File: src/rtl/psk_pkg.sv
// Shared PSK constants: symbol timing, constellation codes and the QPSK slicer helper.
package psk_pkg;

  localparam int SPS      = 16;
  localparam int SPS_LOG2 = 4;
  localparam int BYTE_W   = 8;

  // Constellation codes: 00 -> +1, 01 -> +j, 11 -> -1, 10 -> -j
  localparam logic [1:0] SYM_00 = 2'b00;
  localparam logic [1:0] SYM_01 = 2'b01;
  localparam logic [1:0] SYM_11 = 2'b11;
  localparam logic [1:0] SYM_10 = 2'b10;

  localparam int BITS_PER_SYM_QPSK = 2;
  localparam int BITS_PER_SYM_BPSK = 1;

  typedef enum logic {
    MODE_QPSK = 1'b0,
    MODE_BPSK = 1'b1
  } psk_mode_e;

  // Quadrant decision in the 45-degree rotated frame u = I+Q, v = Q-I.
  // Zero counts as non-negative, so the sign bits alone pick the quadrant.
  function automatic logic [1:0] qpsk_decide(input logic u_neg, input logic v_neg);
    logic [1:0] code;
    case ({u_neg, v_neg})
      2'b00:   code = SYM_01;
      2'b01:   code = SYM_00;
      2'b10:   code = SYM_11;
      default: code = SYM_10;
    endcase
    return code;
  endfunction

endpackage

File: src/rtl/psk_demod_slicer_if.sv
// Byte stream from the slicer to the deframer (AXI-Stream subset).
interface psk_demod_slicer_if;
  logic [7:0] tdata;
  logic       tvalid;
  logic       tready;
  logic       tlast;
  logic       tuser;

  modport master (output tdata, output tvalid, output tlast, output tuser, input tready);
  modport slave  (input tdata, input tvalid, input tlast, input tuser, output tready);
endinterface

File: src/rtl/psk_iq_integrator.sv
// Integrate-and-dump over one symbol: symbol-phase counter, I/Q accumulators,
// window last flag, and the dump strobe with the sums including the current sample.
module psk_iq_integrator
  import psk_pkg::*;
#(
  parameter int WIDTH = 12,
  parameter int ACC_W = WIDTH + 5
) (
  input  logic                    clk,
  input  logic                    rst,
  input  logic                    clk_enable,
  input  logic signed [WIDTH-1:0] in_i,
  input  logic signed [WIDTH-1:0] in_q,
  input  logic                    in_vld,
  input  logic                    in_last,
  input  logic [SPS_LOG2-1:0]     delay_cnt,
  output logic                    dump,
  output logic signed [ACC_W-1:0] sum_i,
  output logic signed [ACC_W-1:0] sum_q,
  output logic                    win_last,
  output logic                    cnt_msb
);

  localparam int EXT_W = ACC_W - WIDTH;

  logic [SPS_LOG2-1:0]     cnt_q, cnt_d;
  logic signed [ACC_W-1:0] acc_i_q, acc_i_d;
  logic signed [ACC_W-1:0] acc_q_q, acc_q_d;
  logic                    last_q, last_d;
  logic signed [ACC_W-1:0] smp_i_ext, smp_q_ext;

  // Next-state for counter, accumulators and last flag; dump reloads to zero.
  always_comb begin
    smp_i_ext = in_vld ? {{EXT_W{in_i[WIDTH-1]}}, in_i} : '0;
    smp_q_ext = in_vld ? {{EXT_W{in_q[WIDTH-1]}}, in_q} : '0;
    sum_i     = acc_i_q + smp_i_ext;
    sum_q     = acc_q_q + smp_q_ext;
    win_last  = last_q | in_last;
    dump      = clk_enable && (cnt_q == delay_cnt);

    cnt_d   = cnt_q;
    acc_i_d = acc_i_q;
    acc_q_d = acc_q_q;
    last_d  = last_q;
    if (clk_enable) begin
      cnt_d = cnt_q + SPS_LOG2'(1);
      if (dump) begin
        acc_i_d = '0;
        acc_q_d = '0;
        last_d  = 1'b0;
      end else begin
        acc_i_d = sum_i;
        acc_q_d = sum_q;
        last_d  = win_last;
      end
    end
  end

  // Integrator state registers.
  always_ff @(posedge clk) begin
    if (rst) begin
      cnt_q   <= '0;
      acc_i_q <= '0;
      acc_q_q <= '0;
      last_q  <= 1'b0;
    end else begin
      cnt_q   <= cnt_d;
      acc_i_q <= acc_i_d;
      acc_q_q <= acc_q_d;
      last_q  <= last_d;
    end
  end

  assign cnt_msb = cnt_q[SPS_LOG2-1];

endmodule

File: src/rtl/psk_demod_slicer.sv
// PSK receive slicer: integrate-and-dump, QPSK/BPSK hard decision, MSB-first
// byte packing and a single-entry AXI-Stream output register.
module psk_demod_slicer
  import psk_pkg::*;
#(
  parameter int WIDTH = 12,
  parameter int ACC_W = WIDTH + 5
) (
  input  logic                    clk,
  input  logic                    rst,
  input  logic                    clk_enable,
  input  logic signed [WIDTH-1:0] in_I,
  input  logic signed [WIDTH-1:0] in_Q,
  input  logic                    in_vld,
  input  logic                    in_last,
  input  logic                    in_is_bpsk,
  input  logic [SPS_LOG2-1:0]     DELAY_CNT,
  psk_demod_slicer_if.master      m_axis,
  output logic [1:0]              sym_bits,
  output logic                    sym_vld,
  output logic                    overflow,
  output logic                    out_clk_1M024
);

  localparam logic signed [ACC_W-1:0] ACC_ZERO = '0;

  logic                    dump;
  logic signed [ACC_W-1:0] sum_i, sum_q;
  logic                    win_last;
  logic                    cnt_msb;

  psk_iq_integrator #(
    .WIDTH (WIDTH),
    .ACC_W (ACC_W)
  ) u_integrator (
    .clk        (clk),
    .rst        (rst),
    .clk_enable (clk_enable),
    .in_i       (in_I),
    .in_q       (in_Q),
    .in_vld     (in_vld),
    .in_last    (in_last),
    .delay_cnt  (DELAY_CNT),
    .dump       (dump),
    .sum_i      (sum_i),
    .sum_q      (sum_q),
    .win_last   (win_last),
    .cnt_msb    (cnt_msb)
  );

  // Slicer / packer state
  logic       sym_vld_q, sym_vld_d;
  logic [1:0] sym_bits_q, sym_bits_d;
  logic [7:0] shift_q, shift_d;
  logic [3:0] bit_cnt_q, bit_cnt_d;
  psk_mode_e  mode_q, mode_d;
  logic       byte_vld_q, byte_vld_d;
  logic [7:0] byte_data_q, byte_data_d;
  logic       byte_last_q, byte_last_d;
  logic       byte_user_q, byte_user_d;

  // Output register state
  logic [7:0] tdata_q, tdata_d;
  logic       tvalid_q, tvalid_d;
  logic       tlast_q, tlast_d;
  logic       tuser_q, tuser_d;
  logic       overflow_q, overflow_d;

  // Combinational decision intermediates
  logic                    sym_strobe;
  logic signed [ACC_W-1:0] u, v;
  psk_mode_e               mode_cur;
  logic [1:0]              sym_dec;
  logic [7:0]              shift_ins;
  logic [3:0]              cnt_ins;
  logic                    close_byte;
  logic [7:0]              byte_val;

  // Decide the symbol at the dump edge and shift it into the byte being built.
  always_comb begin
    sym_strobe = dump && in_vld;
    u          = sum_i + sum_q;
    v          = sum_q - sum_i;
    // The first symbol of a byte chooses the mode; later symbols reuse it.
    mode_cur   = (bit_cnt_q == 4'd0) ? psk_mode_e'(in_is_bpsk) : mode_q;

    if (mode_cur == MODE_BPSK) begin
      sym_dec   = {2{sum_i < ACC_ZERO}};
      shift_ins = {shift_q[6:0], sym_dec[0]};
      cnt_ins   = bit_cnt_q + 4'(BITS_PER_SYM_BPSK);
    end else begin
      sym_dec   = qpsk_decide(u < ACC_ZERO, v < ACC_ZERO);
      shift_ins = {shift_q[5:0], sym_dec};
      cnt_ins   = bit_cnt_q + 4'(BITS_PER_SYM_QPSK);
    end

    close_byte = (cnt_ins == 4'(BYTE_W)) || win_last;
    // Left-align a short final byte so the unused LSBs come out as zero.
    byte_val   = shift_ins << (4'(BYTE_W) - cnt_ins);

    sym_vld_d   = sym_strobe;
    sym_bits_d  = sym_bits_q;
    shift_d     = shift_q;
    bit_cnt_d   = bit_cnt_q;
    mode_d      = mode_q;
    byte_vld_d  = 1'b0;
    byte_data_d = byte_data_q;
    byte_last_d = byte_last_q;
    byte_user_d = byte_user_q;

    if (sym_strobe) begin
      sym_bits_d = sym_dec;
      mode_d     = mode_cur;
      if (close_byte) begin
        shift_d     = '0;
        bit_cnt_d   = '0;
        byte_vld_d  = 1'b1;
        byte_data_d = byte_val;
        byte_last_d = win_last;
        byte_user_d = (mode_cur == MODE_BPSK);
      end else begin
        shift_d   = shift_ins;
        bit_cnt_d = cnt_ins;
      end
    end
  end

  // Single-entry output register: hold until accepted, drop new bytes while stalled.
  always_comb begin
    tdata_d    = tdata_q;
    tvalid_d   = tvalid_q;
    tlast_d    = tlast_q;
    tuser_d    = tuser_q;
    overflow_d = overflow_q;

    if (tvalid_q && m_axis.tready) begin
      tvalid_d = 1'b0;
    end
    if (byte_vld_q) begin
      if (tvalid_q && !m_axis.tready) begin
        overflow_d = 1'b1;
      end else begin
        tdata_d  = byte_data_q;
        tlast_d  = byte_last_q;
        tuser_d  = byte_user_q;
        tvalid_d = 1'b1;
      end
    end
  end

  // All slicer, packer and output registers.
  always_ff @(posedge clk) begin
    if (rst) begin
      sym_vld_q   <= 1'b0;
      sym_bits_q  <= '0;
      shift_q     <= '0;
      bit_cnt_q   <= '0;
      mode_q      <= MODE_QPSK;
      byte_vld_q  <= 1'b0;
      byte_data_q <= '0;
      byte_last_q <= 1'b0;
      byte_user_q <= 1'b0;
      tdata_q     <= '0;
      tvalid_q    <= 1'b0;
      tlast_q     <= 1'b0;
      tuser_q     <= 1'b0;
      overflow_q  <= 1'b0;
    end else begin
      sym_vld_q   <= sym_vld_d;
      sym_bits_q  <= sym_bits_d;
      shift_q     <= shift_d;
      bit_cnt_q   <= bit_cnt_d;
      mode_q      <= mode_d;
      byte_vld_q  <= byte_vld_d;
      byte_data_q <= byte_data_d;
      byte_last_q <= byte_last_d;
      byte_user_q <= byte_user_d;
      tdata_q     <= tdata_d;
      tvalid_q    <= tvalid_d;
      tlast_q     <= tlast_d;
      tuser_q     <= tuser_d;
      overflow_q  <= overflow_d;
    end
  end

  assign m_axis.tdata  = tdata_q;
  assign m_axis.tvalid = tvalid_q;
  assign m_axis.tlast  = tlast_q;
  assign m_axis.tuser  = tuser_q;
  assign sym_bits      = sym_bits_q;
  assign sym_vld       = sym_vld_q;
  assign overflow      = overflow_q;
  assign out_clk_1M024 = cnt_msb;

endmodule

File: src/flat_wrapper.sv
// flat-port wrapper written by rule: the top's interface ports become plain ports
module psk_demod_slicer_flat import psk_pkg::*;
#(
  parameter int WIDTH = 12,
  parameter int ACC_W = WIDTH + 5
)
  (clk, rst, clk_enable, in_I, in_Q, in_vld, in_last, in_is_bpsk, DELAY_CNT, sym_bits, sym_vld, overflow, out_clk_1M024, m_axis_tdata, m_axis_tvalid, m_axis_tlast, m_axis_tuser, m_axis_tready);
  psk_demod_slicer_if m_axis_i ();
  input  logic clk;
  input  logic rst;
  input  logic clk_enable;
  input  logic signed [WIDTH-1:0] in_I;
  input  logic signed [WIDTH-1:0] in_Q;
  input  logic in_vld;
  input  logic in_last;
  input  logic in_is_bpsk;
  input  logic [SPS_LOG2-1:0] DELAY_CNT;
  output logic [1:0] sym_bits;
  output logic sym_vld;
  output logic overflow;
  output logic out_clk_1M024;
  output wire logic [$bits(m_axis_i.tdata)-1:0] m_axis_tdata;
  output wire logic [$bits(m_axis_i.tvalid)-1:0] m_axis_tvalid;
  output wire logic [$bits(m_axis_i.tlast)-1:0] m_axis_tlast;
  output wire logic [$bits(m_axis_i.tuser)-1:0] m_axis_tuser;
  input wire logic [$bits(m_axis_i.tready)-1:0] m_axis_tready;
  assign m_axis_tdata = m_axis_i.tdata;
  assign m_axis_tvalid = m_axis_i.tvalid;
  assign m_axis_tlast = m_axis_i.tlast;
  assign m_axis_tuser = m_axis_i.tuser;
  assign m_axis_i.tready = m_axis_tready;
  psk_demod_slicer #(.WIDTH(WIDTH), .ACC_W(ACC_W)) u_core (.clk(clk), .rst(rst), .clk_enable(clk_enable), .in_I(in_I), .in_Q(in_Q), .in_vld(in_vld), .in_last(in_last), .in_is_bpsk(in_is_bpsk), .DELAY_CNT(DELAY_CNT), .m_axis(m_axis_i), .sym_bits(sym_bits), .sym_vld(sym_vld), .overflow(overflow), .out_clk_1M024(out_clk_1M024));
endmodule
File: config.mk
export PLATFORM = sky130hd
export DESIGN_NAME = psk_demod_slicer_flat
export DESIGN_NICKNAME = d
export VERILOG_FILES = /design/src/rtl/psk_pkg.sv /design/src/rtl/psk_demod_slicer_if.sv /design/src/rtl/psk_iq_integrator.sv /design/src/rtl/psk_demod_slicer.sv /design/src/flat_wrapper.sv
export SDC_FILE = /design/constraint.sdc
export NUM_CORES = 1
export LEC_CHECK = 0
export CAP_MARGIN = 20
export CORE_MARGIN = 2
export CORE_UTILIZATION = 59
export DETAILED_ROUTE_END_ITERATION = 8
export PLACE_DENSITY = 0.81
export SLEW_MARGIN = 0
export SYNTH_ARGS = -nofsm -noshare
export SYNTH_HDL_FRONTEND = slang
export SYNTH_HIERARCHICAL = 1
export SYNTH_SLANG_ARGS = --single-unit
File: constraint.sdc
create_clock -name clk -period 8.9 [get_ports clk]
set_clock_uncertainty 0.05 [all_clocks]
set_input_delay 2.67 -clock clk [delete_from_list [all_inputs] [get_ports clk]]
set_output_delay 2.67 -clock clk [all_outputs]
set_load 0.02 [all_outputs]
==> impl_metrics.toml, run 1 <==
[finish]
diodes = 0
finalNetCount = 859
area.growth.synth_to_final_pct = 13.86
fillers = 803
drive_above_1_share_pct = 5.921
stdcell_count = 893

[power]
ir_drop_mv = 0.07955
powerDensity_nw_per_um2 = 141.2
clock_power_share_pct = 29.0
seq_power_share_pct = 39.0
internal-power_mw = 0.6126
sw_frac_of_total_pct = 35.18
p_switching_mw = 0.3325
comb_power_share_pct = 32.0
p_leak_nw = 2.921

[floorplanning]
io_pins = 51
die_w_microns = 103.8
die_h_microns = 103.8
core-area_sq_um = 9729
num_rows = 36
die-area_sq_um = 10780
start_util_pct = 60.42

[sta]
fmax_mhz = 124.7
fin_crit_sh_pct = 90.08
setup_viol = 0
finalCriticalPeriod_ps = 8018
timing.final.ws_setup_ps = 882.5
tns_ps = 0
maxSlewHeadroom_pct = 44.54
rsz0062_at_grt = "false"
worst_slew_pin_slew_ps = 829.9
slew_violations = 0
hold_viol = 0

[clock_network]
clk_latency_ps = 370
htreeDepth = 3
clockRootBuffer = "clkbuf_8"
clk_pin_slew_ps = 90
cts.sinks = 77
cts_hold_buffers = 0
max-clock-path-buffers = 2
cts_buffers = 9
cts_resized = 0
post-cts-setup-buffers = 0
tritoncts = "done"

[critical_path]
critPathKind = "in -> reg"
worstSetupStartpointType = "primary input"
crit_arrival_ps = 8250
reg2regPathDepth = 17
crit_required_ps = 9130
endpoint_kind = "register"
crit_path_max_fanout = 26

[synth]
synth_top_area_cell = "dfxtp_1"
synth_top_area_share_pct = 26.22
synth_area_sq_um = 5878
synth_area_leaders = "dfxtp_1, ha_1, a21oi_1"
synth_edf_count = 0
synth.most_common_cell = "nor2_1"
syn_avg_cell_area_sq_um = 8.210
yosysWarnings = 6
synthCells = 716
synth-seq-cells = 77
syn_nets = 820
synth_flop_cell = "dfxtp_1"
synth.distinct_cells = 68
async_reset_ff_share_pct = 0
ys_top_cells_by_count = "nor2_1, dfxtp_1, a21oi_1"
synth_sequential_area_ratio_pct = 26.22

[grt]
grt_max_degree = 66
grtUsageTotal_pct = 27.07
grt_pass1_vias = 5320
grt_pass1_wl_microns = 24530
grt_antenna_before_repair = 0
grt_overflow_total = 0

[routing]
first_pass_iters = 5
drc = 0
wl_microns = 14300
vias = 5431
ant_nets = 0
first_iter_violations = 401
wl_per_cell_microns = 16.01
viasPerCell = 6.082

[placed_design]
dp.cells = 877
portBuffers = 50
dp.final_hpwl_microns = 10540
place_ws_ps = 646.2
gp_congestion = 0.9542

[job]
max_cap_viol_count = 0

[hold_path]
min-delay-path-class = "reg -> reg"
worstHoldPathCells = 2

[run_status]
status = "complete, no violations"
-- power groups by stage --
stage | registers, mW | clock network [mW] | logic (mW)
3_3_place_gp | 0.375 | 0 | 0.283
3_5_place_dp | 0.376 | 0 | 0.296
4_1_cts | 0.368 | 0.280 | 0.299
2_1_floorplan | 0.374 | 0 | 0.221
5_1_grt | 0.370 | 0.295 | 0.337
6_report | 0.368 | 0.274 | 0.303
-- sequential cells by signal (all words and copies together) (netlist names), 2 cells and up --
register	count
u_core/u_integrator/acc_i_q	17
u_core/u_integrator/acc_q_q	17
u_core/byte_data_q	8
u_core/m_axis.tdata	8
u_core/shift_q	7
u_core/bit_cnt_q	4
u_core/u_integrator/cnt_q	4
u_core/sym_bits	2
-- kinds of logic after synthesis --
family | share of synthesized area [%]
adder cells (fa/ha/maj) | 14.94
AO/OA/AOI/OAI | 22.52
buffers and inverters | 4.193
XOR/XNOR | 6.237
flip-flops | 26.22
multiplexers | 3.576
AND/OR/NAND/NOR | 22.31
-- critical path, stage by stage --
cell and delay, ps:
clkdlybuf4s50_1 390, buf_4 200, and2_1 160, ha_1 200
fa_1 430, a21oi_1 200, o22ai_1 140, o41ai_1 640
o21ai_0 270, a31oi_1 270, xnor2_1 210, ha_1 330
nor4_1 600, o311ai_1 230, o31ai_1 130, a2111oi_2 120
xnor2_1 190, a211o_1 320, a311o_1 350, a311oi_1 190
-- metrics by stage --
step / hold WS (ps) / power (mW) / cell area [sq um] / util (%)
6_report: 432.1 / 0.9451 / 6693 / 68.79
5_1_grt: 460.9 / 1.002 / 6693 / 68.79
4_1_cts: 437.1 / 0.9468 / 6693 / 68.79
3_5_place_dp: 411.4 / 0.6722 / 6494 / 66.74
3_3_place_gp: 402.7 / 0.6580 / 6494 / 66.74
2_1_floorplan: 375.4 / 0.5952 / 5878 / -
-- final cells by class --
| type | count | area, sq um | area share [%] |
|---|---|---|---|
| multi-input cells | 574 | 4095 | 61.19 |
| flip-flops and latches | 77 | 1541 | 23.03 |
| repair buffers | 59 | 563.0 | 8.413 |
| well taps | 133 | 166.4 | 2.486 |
| clock buffers | 10 | 127.6 | 1.907 |
| inverters | 34 | 127.6 | 1.907 |
| clock inverters | 6 | 71.32 | 1.066 |
-- cell usage in the layout (no fill, tap or decap), drive strengths merged, types with 9 or more instances in the layout --
cell           instances
nor3                  22
a22o                  14
xor2                  16
a21o                   9
inv                   35
xnor2                 25
and2                  32
nand2                 35
buf                   10
o21ai                 17
clkdlybuf4s50         49
nor2                  80
clkbuf                10
nand3                 11
nor2b                 25
ha                    67
dfxtp                 77
mux2i                 18
a21oi                 70
-- per-layer routing --
layer / part of all wire (%) / track usage (%) / vias to the layer above
li1: - / - / 2659
met1: 45 / 35.12 / 2586
met2: 48 / 44.92 / 161
met3: 4.8 / 3.587 / 25
met4: 2.0 / 12.07 / 0
met5: 0 / 0 / -
-- final timing paths --
kind / start / end / slack, ps
max: in_vld / u_core/byte_data_q[4] / 880
min: u_core/overflow / u_core/overflow / 430
min reg2reg: u_core/overflow / u_core/overflow / 430
max reg2reg: u_core/u_integrator/acc_q_q[0] / u_core/byte_data_q[4] / 3620
No activity file was read; power rests on OpenSTA's default activity.
==> run 2: changes to the inputs <==
--- a/config.mk
+++ b/config.mk
@@ -5,11 +5,12 @@
 export SDC_FILE = /design/constraint.sdc
 export NUM_CORES = 1
 export LEC_CHECK = 0
-export CAP_MARGIN = 20
+export ABC_AREA = 1
+export CAP_MARGIN = 10
 export CORE_MARGIN = 2
-export CORE_UTILIZATION = 59
+export CORE_UTILIZATION = 60
 export DETAILED_ROUTE_END_ITERATION = 8
-export PLACE_DENSITY = 0.81
+export PLACE_DENSITY = 0.82
 export SLEW_MARGIN = 0
 export SYNTH_ARGS = -nofsm -noshare
 export SYNTH_HDL_FRONTEND = slang
==> run 2 against run 1 <==
Against the previous run: flip-flop and latch count unchanged; cell area increased by 6.2%; first-iteration DRC count decreased by 28%; worst setup slack improved by 1300 ps; sequential power about the same; register-to-register slack improved by 1700 ps; synthesized cell count increased by 43%; clock-buffer cell count decreased by 1; global-route usage decreased by 1.4 points; critical path depth increased by 5; fmax increased by 19%; largest cell class unchanged.
==> impl_metrics.toml, run 2 <==
[clock_network]
tritoncts = "done"
cts.sinks = 77
cts_hold_buffers = 0
clk_latency_ps = 370
clk_pin_slew_ps = 90
htreeDepth = 3
clockRootBuffer = "clkbuf_8"
post-cts-setup-buffers = 0
cts_resized = 0
max-clock-path-buffers = 2
cts_buffers = 9

[placed_design]
dp.final_hpwl_microns = 10350
portBuffers = 50
gp_congestion = 0.9032
dp.cells = 1194

[floorplanning]
die-area_sq_um = 11460
num_rows = 37
die_h_microns = 107.1
io_pins = 51
core-area_sq_um = 10320
start_util_pct = 61.73
die_w_microns = 107.1

[routing]
viasPerCell = 5.059
drc = 0
vias = 6121
wl_microns = 13790
dr.max_layer_used = "met4"
ant_nets = 0
first_pass_iters = 5
met2_length_microns = 6138
wl_met1_microns = 6963
wl_per_cell_microns = 11.39
first_iter_violations = 287
met3_length_microns = 579

[finish]
fillers = 963
final_common_cell = "nand2_1"
seq_area_sq_um = 1541
finalNetCount = 1173
area.growth.synth_to_final_pct = 11.58
diodes = 0
top_regs = "u_core/u_integrator/acc_i_q (17), u_core/u_integrator/acc_q_q (17)"
stdcell_count = 1210
multi_input_area_sq_um = 4009
mostFrequentLayoutCells = "nand2_1, inv_1, a21oi_1, dfxtp_1, ha_1"
drive_above_1_share_pct = 4.469

[critical_path]
worst_path_max_delay_cell = "clkdlybuf4s50_1"
crit_arrival_ps = 6910
timing.critical_path.slowest_cell_delay_ps = 890
critPathTopFamily = "simple AND/OR/NAND/NOR gates"
critPathKind = "in -> reg"
endpoint_kind = "register"
crit_required_ps = 9080
worstSetupStartpointType = "primary input"
crit_path_max_fanout = 25
cp_common_cell = "nand2_1"
reg2regPathDepth = 22
path_buf_inv = 3
r2r_slack_ps = 5300
r2r_start = "u_core/u_integrator/acc_i_q[0]"
r2r-end = "u_core/byte_data_q[7]"

[power]
p_leak_nw = 3.815
ir_drop_mv = 0.1089
powerDensity_nw_per_um2 = 127.3

[grt]
grt_antenna_before_repair = 0
grt_overflow_total = 0
grt_pass1_vias = 5553
grtUsageTotal_pct = 25.71
grt_pass1_wl_microns = 24210
grt_max_degree = 61

[hold_path]
min_to = "u_core/shift_q[1]"
min-delay-path-class = "reg -> reg"
worstHoldStart = "u_core/shift_q[1]"
worstHoldPathCells = 2

[synth]
syn_nets = 1130
ys_top_cells_by_count = "nand2_1, inv_1, a21oi_1"
synth_top_area_cell = "dfxtp_1"
synth_area_leaders = "dfxtp_1, nand2_1, ha_1"
synth-seq-cells = 77
synth_area_sq_um = 6372
synth_sequential_area_ratio_pct = 24.19
synthCells = 1026
synth_edf_count = 0
synth.most_common_cell = "nand2_1"
synth.distinct_cells = 44
syn_avg_cell_area_sq_um = 6.211
yosysWarnings = 6
async_reset_ff_share_pct = 0
synth_top_area_share_pct = 24.19
synth_flop_cell = "dfxtp_1"

[sta]
fin_crit_sh_pct = 75.65
rsz0062_at_grt = "false"
fmax_mhz = 148.5
worst_slew_pin_slew_ps = 1041
slew_violations = 0
tns_ps = 0
hold_viol = 0
maxSlewHeadroom_pct = 30.46
finalCriticalPeriod_ps = 6733
hold_ws_ps = 421.2
setup_viol = 0

[job]
max_cap_viol_count = 0

[run_status]
status = "complete, no violations"
[run 2: cell count changes after synthesis, moves of 14 or more]
cell,previous run,this run
a21oi_1,70,85
a22o_1,14,0
and2_1,32,16
clkbuf_1,27,10
inv_1,34,177
mux2i_1,18,1
nand2_1,35,355
nand3_1,11,52
nor2_1,80,54
nor2b_1,25,0
xnor2_1,24,6
[run 2: worst max path at each step]
stage / start / end / slack [ps] / depth (start not counted)
2_1_floorplan: in_vld / u_core/byte_data_q[7] / 3160 / 25
3_3_place_gp: in_vld / u_core/byte_data_q[7] / 1830 / 25
3_5_place_dp: in_vld / u_core/byte_data_q[7] / 1750 / 25
4_1_cts: in_vld / u_core/byte_data_q[7] / 2130 / 25
5_1_grt: in_vld / u_core/byte_data_q[2] / 1700 / 27
6_report: in_vld / u_core/byte_data_q[7] / 2170 / 25
[run 2: area by class of cell]
type / instances / area share, %
Sequential cell: 77 / 21.68
Clock inverter: 7 / 0.9150
Tap cell: 136 / 2.393
Inverter: 184 / 9.713
Clock buffer: 9 / 1.742
Multi-Input combinational cell: 745 / 56.38
Timing Repair Buffer: 52 / 7.179
[run 2: cells by family after synthesis]
logic type | after synthesis | synth area share, %
XOR/XNOR | 21 | 2.886
multiplexers | 1 | 0.1571
adder cells (fa/ha/maj) | 69 | 13.78
AO/OA/AOI/OAI | 129 | 10.96
flip-flops | 77 | 24.19
AND/OR/NAND/NOR | 525 | 35.13
buffers and inverters | 204 | 12.90
[run 2: worst register-to-register path: cells and delay by family (launching register included)]
kind                     cells  cell delay [ps]
buffers and inverters        1               80
XOR/XNOR                     1              290
flip-flops                   1              320
AND/OR/NAND/NOR             16             1720
adder cells (fa/ha/maj)      3              930
AO/OA/AOI/OAI                1               50
[run 2: where the power goes]
group / internal [mW] / total (mW) / switching [mW]
registers: 0.358 / 0.366 / 0.00845
clock network: 0.108 / 0.259 / 0.151
logic: 0.107 / 0.280 / 0.173
total: 0.573 / 0.905 / 0.333
[run 2: layer usage]
metal	up-vias	global-route usage, %
met5	-	0
met4	0	5.937
met3	11	4.377
met2	127	42.50
met1	2710	34.97
li1	3273	-
[run 2: per-stage QoR]
step	total power, mW	area [sq um]	setup slack, ps	utilization (%)
4_1_cts	0.9112	7111	2134	68.88
6_report	0.9052	7111	2167	68.88
5_1_grt	0.9690	7111	1696	68.88
2_1_floorplan	0.5843	6372	3158	-
3_3_place_gp	0.6444	6922	1834	67.05
3_5_place_dp	0.6501	6922	1753	67.05
==> run 3: changes to the inputs <==
--- a/config.mk
+++ b/config.mk
@@ -8,9 +8,9 @@
 export ABC_AREA = 1
 export CAP_MARGIN = 10
 export CORE_MARGIN = 2
-export CORE_UTILIZATION = 60
+export CORE_UTILIZATION = 54
 export DETAILED_ROUTE_END_ITERATION = 8
-export PLACE_DENSITY = 0.82
+export PLACE_DENSITY = 0.78
 export SLEW_MARGIN = 0
 export SYNTH_ARGS = -nofsm -noshare
 export SYNTH_HDL_FRONTEND = slang
==> constraint.sdc (replaced) <==
create_clock -name clk -period 5.5 [get_ports clk]
set_clock_uncertainty 0.05 [all_clocks]
set_input_delay 1.65 -clock clk [delete_from_list [all_inputs] [get_ports clk]]
set_output_delay 1.65 -clock clk [all_outputs]
set_load 0.02 [all_outputs]
==> run 3 against run 2 <==
Against the previous run: global-route usage decreased by 2.1 points; clock-buffer cell count rose by 2; cell area rose by 2.5%; clock power up 130%; register-to-register slack worse by 3300 ps; worst setup slack lost 1800 ps; critical endpoint unchanged; largest cell class unchanged.
==> impl_metrics.toml, run 3 (synthesis results as in run 2) <==
[run_status]
status = "complete, no violations"

[floorplanning]
die_w_microns = 112.6
core-area_sq_um = 11470
die-area_sq_um = 12690
num_rows = 39
start_util_pct = 55.57
io_pins = 51
die_h_microns = 112.6

[finish]
stdcell_area_sq_um = 7287
area.growth.synth_to_final_pct = 14.35
finalNetCount = 1181
final_common_cell = "nand2_1"
drive_above_1_share_pct = 5.545
top_regs = "u_core/u_integrator/acc_i_q (17), u_core/u_integrator/acc_q_q (17)"
diodes = 0
mostFrequentLayoutCells = "nand2_1, inv_1, a21oi_1, dfxtp_1, ha_1"

[grt]
grtUsageTotal_pct = 23.65
grt_antenna_before_repair = 0
grt_overflow_total = 0
grt_pass1_vias = 5751
grt_pass1_wl_microns = 25050
grt_max_degree = 39

[critical_path]
timing.critical_path.slowest_cell_delay_ps = 430
critPathKind = "in -> reg"
cp_common_cell = "nand2_1"
crit_path_max_fanout = 13
crit_required_ps = 5670
endpoint_kind = "register"
crit_arrival_ps = 5260
path_buf_inv = 3
worst_path_max_delay_cell = "clkdlybuf4s50_1"
critPathTopFamily = "simple AND/OR/NAND/NOR gates"
worstSetupStartpointType = "primary input"

[sta]
slew_violations = 0
rsz0062_at_grt = "false"
fmax_mhz = 196.4
finalCriticalPeriod_ps = 5093
maxSlewHeadroom_pct = 63.95
fin_crit_sh_pct = 92.59
setup_viol = 0
hold_ws_ps = 416.5
tns_ps = 0
worst_slew_pin_slew_ps = 539.4
hold_viol = 0

[routing]
drc = 0
viasPerCell = 5.034
first_pass_iters = 5
wl_microns = 14150
vias = 6167
wl_per_cell_microns = 11.55
first_iter_violations = 300
ant_nets = 0

[clock_network]
cts_hold_buffers = 0
max-clock-path-buffers = 2
tritoncts = "done"
cts.sinks = 77
clk_latency_ps = 350
clockRootBuffer = "clkbuf_16"
cts_buffers = 9
htreeDepth = 3
clk_pin_slew_ps = 60

[placed_design]
portBuffers = 50
place_area_sq_um = 6990
dp.final_hpwl_microns = 10750
gp_congestion = 0.9179

[job]
max_cap_viol_count = 0

[power]
ir_drop_mv = 0.2015
power_mw = 1.643
powerDensity_nw_per_um2 = 225.4
p_leak_nw = 3.895

[hold_path]
min-delay-path-class = "reg -> reg"
## run 3: cell type report
cell class	count	area [sq um]
Clock buffer	11	242.7
Clock inverter	5	42.54
Fill cell	1089	4180
Inverter	184	690.7
Multi-Input combinational cell	745	4020
Sequential cell	77	1541
Tap cell	143	178.9
Timing Repair Buffer	60	570.5
## run 3: per-layer routing
| metal | GRT usage, % | wire length (microns) |
|---|---|---|
| met5 | 0 | 0 |
| met4 | 7.561 | 225 |
| met3 | 3.402 | 696 |
| met2 | 38.16 | 6257 |
| met1 | 32.62 | 6970 |
## run 3: path summary, 6_finish.rpt
| path | from | to | slack [ps] | cells after the start |
|---|---|---|---|---|
| min | u_core/overflow | u_core/overflow | 420 | 1 |
| max reg2reg | u_core/u_integrator/acc_i_q[0] | u_core/byte_data_q[7] | 1990 | 22 |
| min reg2reg | u_core/overflow | u_core/overflow | 420 | 1 |
| max | in_vld | u_core/byte_data_q[7] | 410 | 25 |
## run 3: timing repair
item	CTS	global route
setup endpoints to repair	0	5
gates resized for setup	0	5
setup buffers	0	0
## run 3: where the power goes
group / switching (mW) / internal [mW] / leakage [nW]
Combinational: 0.282 / 0.182 / 3.13
Clock: 0.262 / 0.324 / 0.137
Sequential: 0.0135 / 0.579 / 0.625
## run 3: through the flow
step	util, %	std cells	setup slack [ps]
finish	63.55	1225	407.3
global route	63.55	1225	5.064
CTS	63.45	1225	409.6
detailed placement	60.96	1209	45.77
global placement	60.96	1209	72.52
floorplan	-	1026	777.8
